### src/rtl/entity_scheduler_pkg.sv
// Shared types and constants for the game-tick scheduler: FSM state
// encoding, button bit positions and default timing parameters.
package entity_scheduler_pkg;

  typedef enum logic [2:0] {
    ST_IDLE   = 3'd0,
    ST_PLAYER = 3'd1,
    ST_DRAGON = 3'd2,
    ST_COLL   = 3'd3,
    ST_COMMIT = 3'd4
  } state_e;

  localparam int BTN_A      = 7;
  localparam int BTN_B      = 6;
  localparam int BTN_SELECT = 5;
  localparam int BTN_START  = 4;
  localparam int BTN_UP     = 3;
  localparam int BTN_DOWN   = 2;
  localparam int BTN_LEFT   = 1;
  localparam int BTN_RIGHT  = 0;

  localparam int DEF_FRAMES_PER_TICK = 8;
  localparam int DEF_TIMEOUT         = 255;

endpackage

### src/rtl/entity_scheduler_frame_divider.sv
// Divides frame_start pulses into game ticks and owns the START-edge pause toggle.
// tick_due_o is combinational so the scheduler can react on the next edge.
module entity_scheduler_frame_divider #(
  parameter int FRAMES_PER_TICK = 8
) (
  input  logic clk,
  input  logic rst_n,
  input  logic frame_start_i,
  input  logic start_btn_i,
  input  logic game_over_i,
  output logic tick_due_o,
  output logic paused_o
);

  localparam logic [7:0] LAST = 8'(FRAMES_PER_TICK - 1);

  logic [7:0] count_q, count_d;
  logic       start_prev_q, start_prev_d;
  logic       paused_q, paused_d;
  logic       advance;

  // The paused value in force when the frame arrives decides whether it counts.
  assign advance    = frame_start_i && !paused_q && !game_over_i;
  assign tick_due_o = advance && (count_q == LAST);
  assign paused_o   = paused_q;

  always_comb begin
    count_d      = count_q;
    start_prev_d = start_prev_q;
    paused_d     = paused_q;
    if (advance) begin
      count_d = (count_q == LAST) ? 8'd0 : count_q + 8'd1;
    end
    if (frame_start_i) begin
      start_prev_d = start_btn_i;
      if (start_btn_i && !start_prev_q) begin
        paused_d = !paused_q;
      end
    end
  end

  always_ff @(posedge clk or negedge rst_n) begin
    if (!rst_n) begin
      count_q      <= 8'd0;
      start_prev_q <= 1'b0;
      paused_q     <= 1'b0;
    end else begin
      count_q      <= count_d;
      start_prev_q <= start_prev_d;
      paused_q     <= paused_d;
    end
  end

endmodule

### src/rtl/entity_scheduler.sv
// Game-tick controller: sequences player, dragon and collision phases with
// req/done handshakes, a per-phase watchdog, then a one-cycle commit.
module entity_scheduler
  import entity_scheduler_pkg::*;
#(
  parameter int FRAMES_PER_TICK = DEF_FRAMES_PER_TICK,
  parameter int TIMEOUT         = DEF_TIMEOUT
) (
  input  logic       clk,
  input  logic       rst_n,
  input  logic       frame_start,
  input  logic [7:0] btn_in,
  input  logic       game_over,
  output logic [7:0] btn_latched,
  output logic       tick,
  output logic       player_req,
  input  logic       player_done,
  output logic       dragon_req,
  input  logic       dragon_done,
  output logic       coll_req,
  input  logic       coll_done,
  output logic       commit,
  output logic       busy,
  output logic       paused,
  output logic       overrun,
  output logic       fault
);

  localparam logic [7:0] WDOG_LAST = 8'(TIMEOUT - 1);

  state_e     state_q, state_d;
  logic [7:0] wdog_q, wdog_d;
  logic [7:0] btn_latched_q;
  logic       tick_q, overrun_q, fault_q;
  logic       tick_due, req_active, phase_done, wdog_expire, fault_set;

  entity_scheduler_frame_divider #(
    .FRAMES_PER_TICK(FRAMES_PER_TICK)
  ) u_divider (
    .clk          (clk),
    .rst_n        (rst_n),
    .frame_start_i(frame_start),
    .start_btn_i  (btn_in[BTN_START]),
    .game_over_i  (game_over),
    .tick_due_o   (tick_due),
    .paused_o     (paused)
  );

  always_ff @(posedge clk or negedge rst_n) begin
    if (!rst_n) begin
      state_q       <= ST_IDLE;
      wdog_q        <= 8'd0;
      btn_latched_q <= 8'd0;
      tick_q        <= 1'b0;
      overrun_q     <= 1'b0;
      fault_q       <= 1'b0;
    end else begin
      state_q   <= state_d;
      wdog_q    <= wdog_d;
      tick_q    <= tick_due && (state_q == ST_IDLE);
      overrun_q <= overrun_q | (tick_due && (state_q != ST_IDLE));
      fault_q   <= fault_q | fault_set;
      if (tick_due && (state_q == ST_IDLE)) begin
        btn_latched_q <= btn_in;
      end
    end
  end

  always_comb begin
    state_d    = state_q;
    req_active = 1'b0;
    phase_done = 1'b0;
    case (state_q)
      ST_IDLE:   if (tick_due) state_d = ST_PLAYER;
      ST_PLAYER: begin req_active = 1'b1; phase_done = player_done; end
      ST_DRAGON: begin req_active = 1'b1; phase_done = dragon_done; end
      ST_COLL:   begin req_active = 1'b1; phase_done = coll_done;   end
      ST_COMMIT: state_d = ST_IDLE;
      default:   state_d = ST_IDLE;
    endcase
    // A done arriving on the expiry cycle wins; only a true timeout is a fault.
    wdog_expire = req_active && (wdog_q == WDOG_LAST);
    fault_set   = wdog_expire && !phase_done;
    if (req_active && (phase_done || wdog_expire)) begin
      case (state_q)
        ST_PLAYER: state_d = ST_DRAGON;
        ST_DRAGON: state_d = ST_COLL;
        default:   state_d = ST_COMMIT;
      endcase
    end
    if (state_d != state_q) begin
      wdog_d = 8'd0;
    end else if (req_active) begin
      wdog_d = wdog_q + 8'd1;
    end else begin
      wdog_d = wdog_q;
    end
  end

  always_comb begin
    player_req  = (state_q == ST_PLAYER);
    dragon_req  = (state_q == ST_DRAGON);
    coll_req    = (state_q == ST_COLL);
    commit      = (state_q == ST_COMMIT);
    busy        = (state_q != ST_IDLE);
    tick        = tick_q;
    btn_latched = btn_latched_q;
    overrun     = overrun_q;
    fault       = fault_q;
  end

endmodule

### config.mk
export PLATFORM = sky130hd
export DESIGN_NAME = entity_scheduler
export DESIGN_NICKNAME = d
export VERILOG_FILES = /design/src/rtl/entity_scheduler_pkg.sv /design/src/rtl/entity_scheduler_frame_divider.sv /design/src/rtl/entity_scheduler.sv
export SDC_FILE = /design/constraint.sdc
export NUM_CORES = 1
export LEC_CHECK = 0
export CORE_MARGIN = 2
export CORE_UTILIZATION = 30
export DETAILED_ROUTE_END_ITERATION = 7
export PLACE_DENSITY = 0.6
export SYNTH_ARGS = -nofsm -noshare
export SYNTH_HDL_FRONTEND = slang
export SYNTH_SLANG_ARGS = --single-unit
### constraint.sdc
create_clock -name clk -period 1.6 [get_ports clk]
set_input_delay 0.32 -clock clk [delete_from_list [all_inputs] [get_ports clk]]
set_output_delay 0.32 -clock clk [all_outputs]
set_load 0.01 [all_outputs]
Yosys cells after proc, flatten, opt, wreduce, memory -nomap -nowiden
Cells that the tools add are included.

Flip-flop bits (word level): 32. Input bits: 15. Output and inout port bits: 17. Logic and storage cells: 48.

Add/sub/neg operators: 2. Equality and inequality tests: 7. Multiplexer cells: 9. Bitwise logic cells: 2. Reduce and logical (&&, ||, !) cells: 19.

Operators by type and width (number): $mux W8 (3); $add A8 B1 Y8 const B (2); $pmux W3 S2 (2); $logic_and A1 B1 Y1 (9); $eq A8 B3 Y1 const B (1); $eq A8 B8 Y1 const B (1); $eq A3 B2 Y1 const B (2); $mux W3 (2); $logic_not A1 Y1 (4); $eq A3 B1 Y1 const B (1); $eq A3 B3 Y1 const B (1); $logic_not A3 Y1 (1); $ne A3 B3 Y1 (1); $pmux W1 S3 (1); $reduce_bool A3 Y1 (1); $reduce_or A3 Y1 (1); $or A1 B1 Y1 (2); $reduce_and A2 Y1 (1); $reduce_bool A2 Y1 (1); $logic_or A1 B1 Y1 (1); $mux W1 (1).

Depth between registers and ports, before layout
Word-level depth: 9. Gate-level depth with buffers: 7. Mapped depth without buffers: 6.

By module
A second synthesis with hierarchy kept.

Cell total of the unflattened synthesis: 137. Area, all modules: 1562.7 um2.

By module, submodules not included: entity_scheduler (times used 1, cells an instance 91, area each 1072.3 um2, sequential area each 550.5 um2); entity_scheduler_frame_divider (times used 1, cells an instance 46, area each 490.5 um2, sequential area each 250.2 um2).

Worst setup path after synthesis
Ideal clock, no wire load.

Path type: flip-flop to flip-flop. Start point: register wdog_q[0]. End point: register state_q[0]. Setup time: 0.094 ns. Arrival time: 1.596 ns. Data required time: 1.506 ns. Slack: -0.090 ns. Stages on the path, launching flop included: 8. Path buffers: 1. Period minus slack after synthesis: 1.690 ns. Cells stage by stage: dfrtp_1 -> inv_1 -> ha_1 -> nand2_1 -> or4_1 -> buf_2 -> a21o_1 -> a221oi_2.

Cells in the longest elaborated chain, start to end: 5.

Ends and longest elaborated chain: from (decl) (line entity_scheduler.sv:32) `logic [7:0] wdog_q, wdog_d;`; from (signal assigned) (line entity_scheduler.sv:59) `wdog_q <= wdog_d;`; $eq A8 B8 Y1 (line entity_scheduler.sv:82) `wdog_expire = req_active && (wdog_q == WDOG_LAST);`; $logic_and A1 B1 Y1 (line entity_scheduler.sv:82); $logic_or A1 B1 Y1 (line entity_scheduler.sv:84) `if (req_active && (phase_done || wdog_expire)) begin`; $logic_and A1 B1 Y1 (line entity_scheduler.sv:84); $mux W3 (line entity_scheduler.sv:84); via state_d[0] (line entity_scheduler.sv:31) `state_e state_q, state_d;`; to (signal assigned) (line entity_scheduler.sv:58) `state_q <= state_d;`; to (decl) (line entity_scheduler.sv:31).

The timed path passes the listed nets, and every way through them passes these cells. A chain may end at the register's enable or synchronous reset.

Final worst setup path
Ends and elaborated chain as after synthesis.

==> results.py <==
metrics = {
    "setup_path": {
        "cp.required_ns": 1.79,
        "crit_family": "simple AND/OR/NAND/NOR gates",
        "crit_path_start_kind": "flip-flop",
        "crit_buf_inv": 1,
        "cp_slowest_cell": "or4_4",
        "r2r_cells": 6,
        "slowest_delay_ns": 0.52,
        "cp_max_fo": 4,
        "r2r_start": "wdog_q[0]",
        "reg2reg_to": "state_q[0]",
        "path_class": "reg -> reg",
        "rrSetupSlack_ns": -0.06,
        "endpoint_kind": "flip-flop",
        "crit_chain": "inv_2, ha_4, nand2_2, or4_4, a21o_1, a221oi_2",
        "crit_arrival_ns": 1.85,
    },
    "finish": {
        "multi_input_area_sq_um": 733,
        "final_nets": 234,
        "seq_area_sq_um": 805,
        "antennaDiodeCount": 0,
        "syn_to_final_growth_pct": 60.4,
        "final_cell_mix": "buf_4 (43), dfrtp_1 (29), clkdlybuf4s50_1 (26), xnor2_1 (10), mux2_2 (9)",
        "final_common_cell": "buf_4",
        "n_fill_cell": 426,
        "final-instance-count-excl-fill": 284,
        "drive_gt1_frac": 0.442,
    },
    "synth": {
        "syn_area_per_cell_sq_um": 11.4,
        "synth_area_sq_mm": 0.00151,
        "synth_cell_types": 36,
        "ys_warn_count": 0,
        "synthArstFlopShare": 1.00,
        "ys_seq_area_frac": 0.529,
        "syn_inst": 133,
        "synth_fp_nets": 151,
        "ys_ff_latch": 32,
        "synthFlopType": "dfrtp_1",
        "synth-edff-count": 0,
    },
    "place": {
        "dp.cells": 265,
        "port_buffers": 31,
        "hpwl_um": 2590,
        "gp_congestion": 0.803,
    },
    "pwr": {
        "p_seq_frac": 0.318,
        "p_leak_uw": 0.00115,
        "pwr-share-clk": 0.170,
        "peakVddDrop_mv": 0.721,
        "pwr_density_cell_mw_per_mm2": 1550,
        "internal_power_uw": 2480,
        "p_sw_frac": 0.340,
        "switchingPower_uw": 1280,
        "power_frac_comb": 0.512,
    },
    "timing": {
        "setup_tns_ns": -0.362,
        "worst_pin_slew_ns": 0.402,
        "finalCriticalPeriod_ns": 1.66,
        "slew_violations": 0,
        "hold_violations": 0,
        "timing.final.crit_share": 1.04,
        "setup_ws_ns": -0.0611,
        "whs_ns": 0.436,
        "worst_clock_skew_ns": 0.00470,
        "rsz0062_at_grt": "true",
        "setup_violations": 10,
        "maxSlewHeadroom": 0.732,
        "timing.fmax_mhz": 602,
    },
    "global_routing": {
        "antenna_found_initial": 0,
        "grt_pass1_wl_um": 6050,
        "grt_overflow": 0,
        "grt_pass1_vias": 1428,
        "track_usage": 0.142,
        "grt_max_degree": 33,
    },
    "die": {
        "design.die.area_sq_mm": 0.00563,
        "rows": 25,
        "die_h_um": 75.0,
        "initial_core_util": 0.316,
        "ios": 32,
        "die_x_um": 75.0,
        "core_region_area_sq_mm": 0.00479,
    },
    "detailed_routing": {
        "drt_iter0_drc": 73,
        "routed_wirelength_um": 3610,
        "ant_nets": 0,
        "vias_per_cell": 4.57,
        "wire_per_inst_um": 12.7,
        "vias": 1297,
        "drc": 0,
        "dr.pass1.iters": 4,
    },
    "cts": {
        "cts_buffers": 5,
        "holdBufCountCts": 0,
        "clockRootBuffer": "clkbuf_8",
        "h-tree-depth": 2,
        "clkSlewWorstSetupHoldPaths_ns": 0.07,
        "cts_tree": "yes",
        "clk_latency_ns": 0.28,
        "clock_sinks": 32,
        "clk_path_buf_depth": 2,
    },
    "run": {
        "maxCapViolations": 0,
    },
    "outcome": {
        "violations": "setup timing",
        "status": "complete, but fails checks",
    },
    "hold_path": {
        "hp-class": "in -> async",
    },
}
==> area by class of cell <==
class	count	area share
clock buffers	8	0.0371
inverters	5	0.00774
multi-input cells	91	0.302
flip-flops and latches	32	0.332
well taps	67	0.0346
repair buffers	81	0.287
==> worst register-to-register path, cell delays in order (launching register included) <==
cell,delay (ns)
dfrtp_1,0.40
inv_2,0.08
ha_4,0.13
nand2_2,0.05
or4_4,0.52
a21o_1,0.19
a221oi_2,0.21
==> logic make-up (layout without fill, tap and decap cells) <==
logic type | after synthesis | count (layout) | synth area share
simple gates | 53 | 53 | 0.200
flops | 32 | 32 | 0.529
xor+xnor | 13 | 13 | 0.0753
compound gates | 11 | 11 | 0.0546
mux | 11 | 11 | 0.0802
buf+inv | 10 | 94 | 0.0356
fa+ha+maj | 3 | 3 | 0.0248
==> power groups by stage <==
stage	registers [uW]	logic, uW	clock network (uW)
6_report	1200	1920	638
5_1_grt	1230	2090	707
4_1_cts	1190	1800	665
3_5_place_dp	1200	1590	0
3_3_place_gp	1190	1580	0
2_1_floorplan	1200	726	0
==> cells in the mapped netlist, types with 2 or more instances <==
master	number	share of area
dfrtp_1	32	0.53
nor2_1	12	0.030
xnor2_1	10	0.058
mux2_2	9	0.067
nand2_1	7	0.017
nand4_1	6	0.025
inv_1	5	0.012
nand3_1	5	0.017
nor4_1	5	0.021
and3_1	4	0.017
a21o_1	3	0.015
a21oi_1	3	0.0099
ha_1	3	0.025
xor2_1	3	0.017
buf_2	2	0.0066
mux2i_1	2	0.013
nor3_1	2	0.0066
or2_2	2	0.0083
==> registers in the layout, indices dropped and copies added (netlist names) <==
signal and flops:
fault 1, u_divider.count_q 8, state_q 3, overrun 1, u_divider.start_prev_q 1, tick 1, wdog_q 8, btn_latched 8
u_divider.paused_o 1
==> metal layers <==
metal	share of wire	wire [um]	global-route usage
met2	0.50	1800	0.243
met1	0.41	1480	0.164
met4	0.015	53	0.0496
met3	0.075	272	0.0522
met5	0	0	0
==> metrics by stage <==
| step | utilization | area [sq um] | setup WS, ns | power, uW |
|---|---|---|---|---|
| floorplan | - | 1520 | -0.0691 | 1920 |
| global placement | 0.452 | 2160 | -0.196 | 2770 |
| detailed placement | 0.452 | 2160 | -0.251 | 2790 |
| CTS | 0.494 | 2370 | -0.0782 | 3660 |
| global route | 0.507 | 2430 | -0.154 | 4020 |
| finish | 0.507 | 2430 | -0.0611 | 3760 |
==> worst max path at each step <==
stage / startpoint / to / slack (ns) / cells after the start
floorplan: wdog_q[0] / state_q[0] / -0.07 / 7
global placement: game_over / overrun / -0.20 / 6
detailed placement: game_over / btn_latched[2] / -0.25 / 5
CTS: state_q[1] / commit / -0.08 / 4
global route: wdog_q[0] / state_q[0] / -0.15 / 6
finish: wdog_q[0] / state_q[0] / -0.06 / 6
==> what timing repair did <==
| action | CTS | global route |
|---|---|---|
| setup endpoints to repair | 23 | 24 |
| pin swaps | 12 | 7 |
| buffers inserted | 5 | 6 |
| resized for setup | 33 | 13 |
Power figures use the tool's default switching activity.
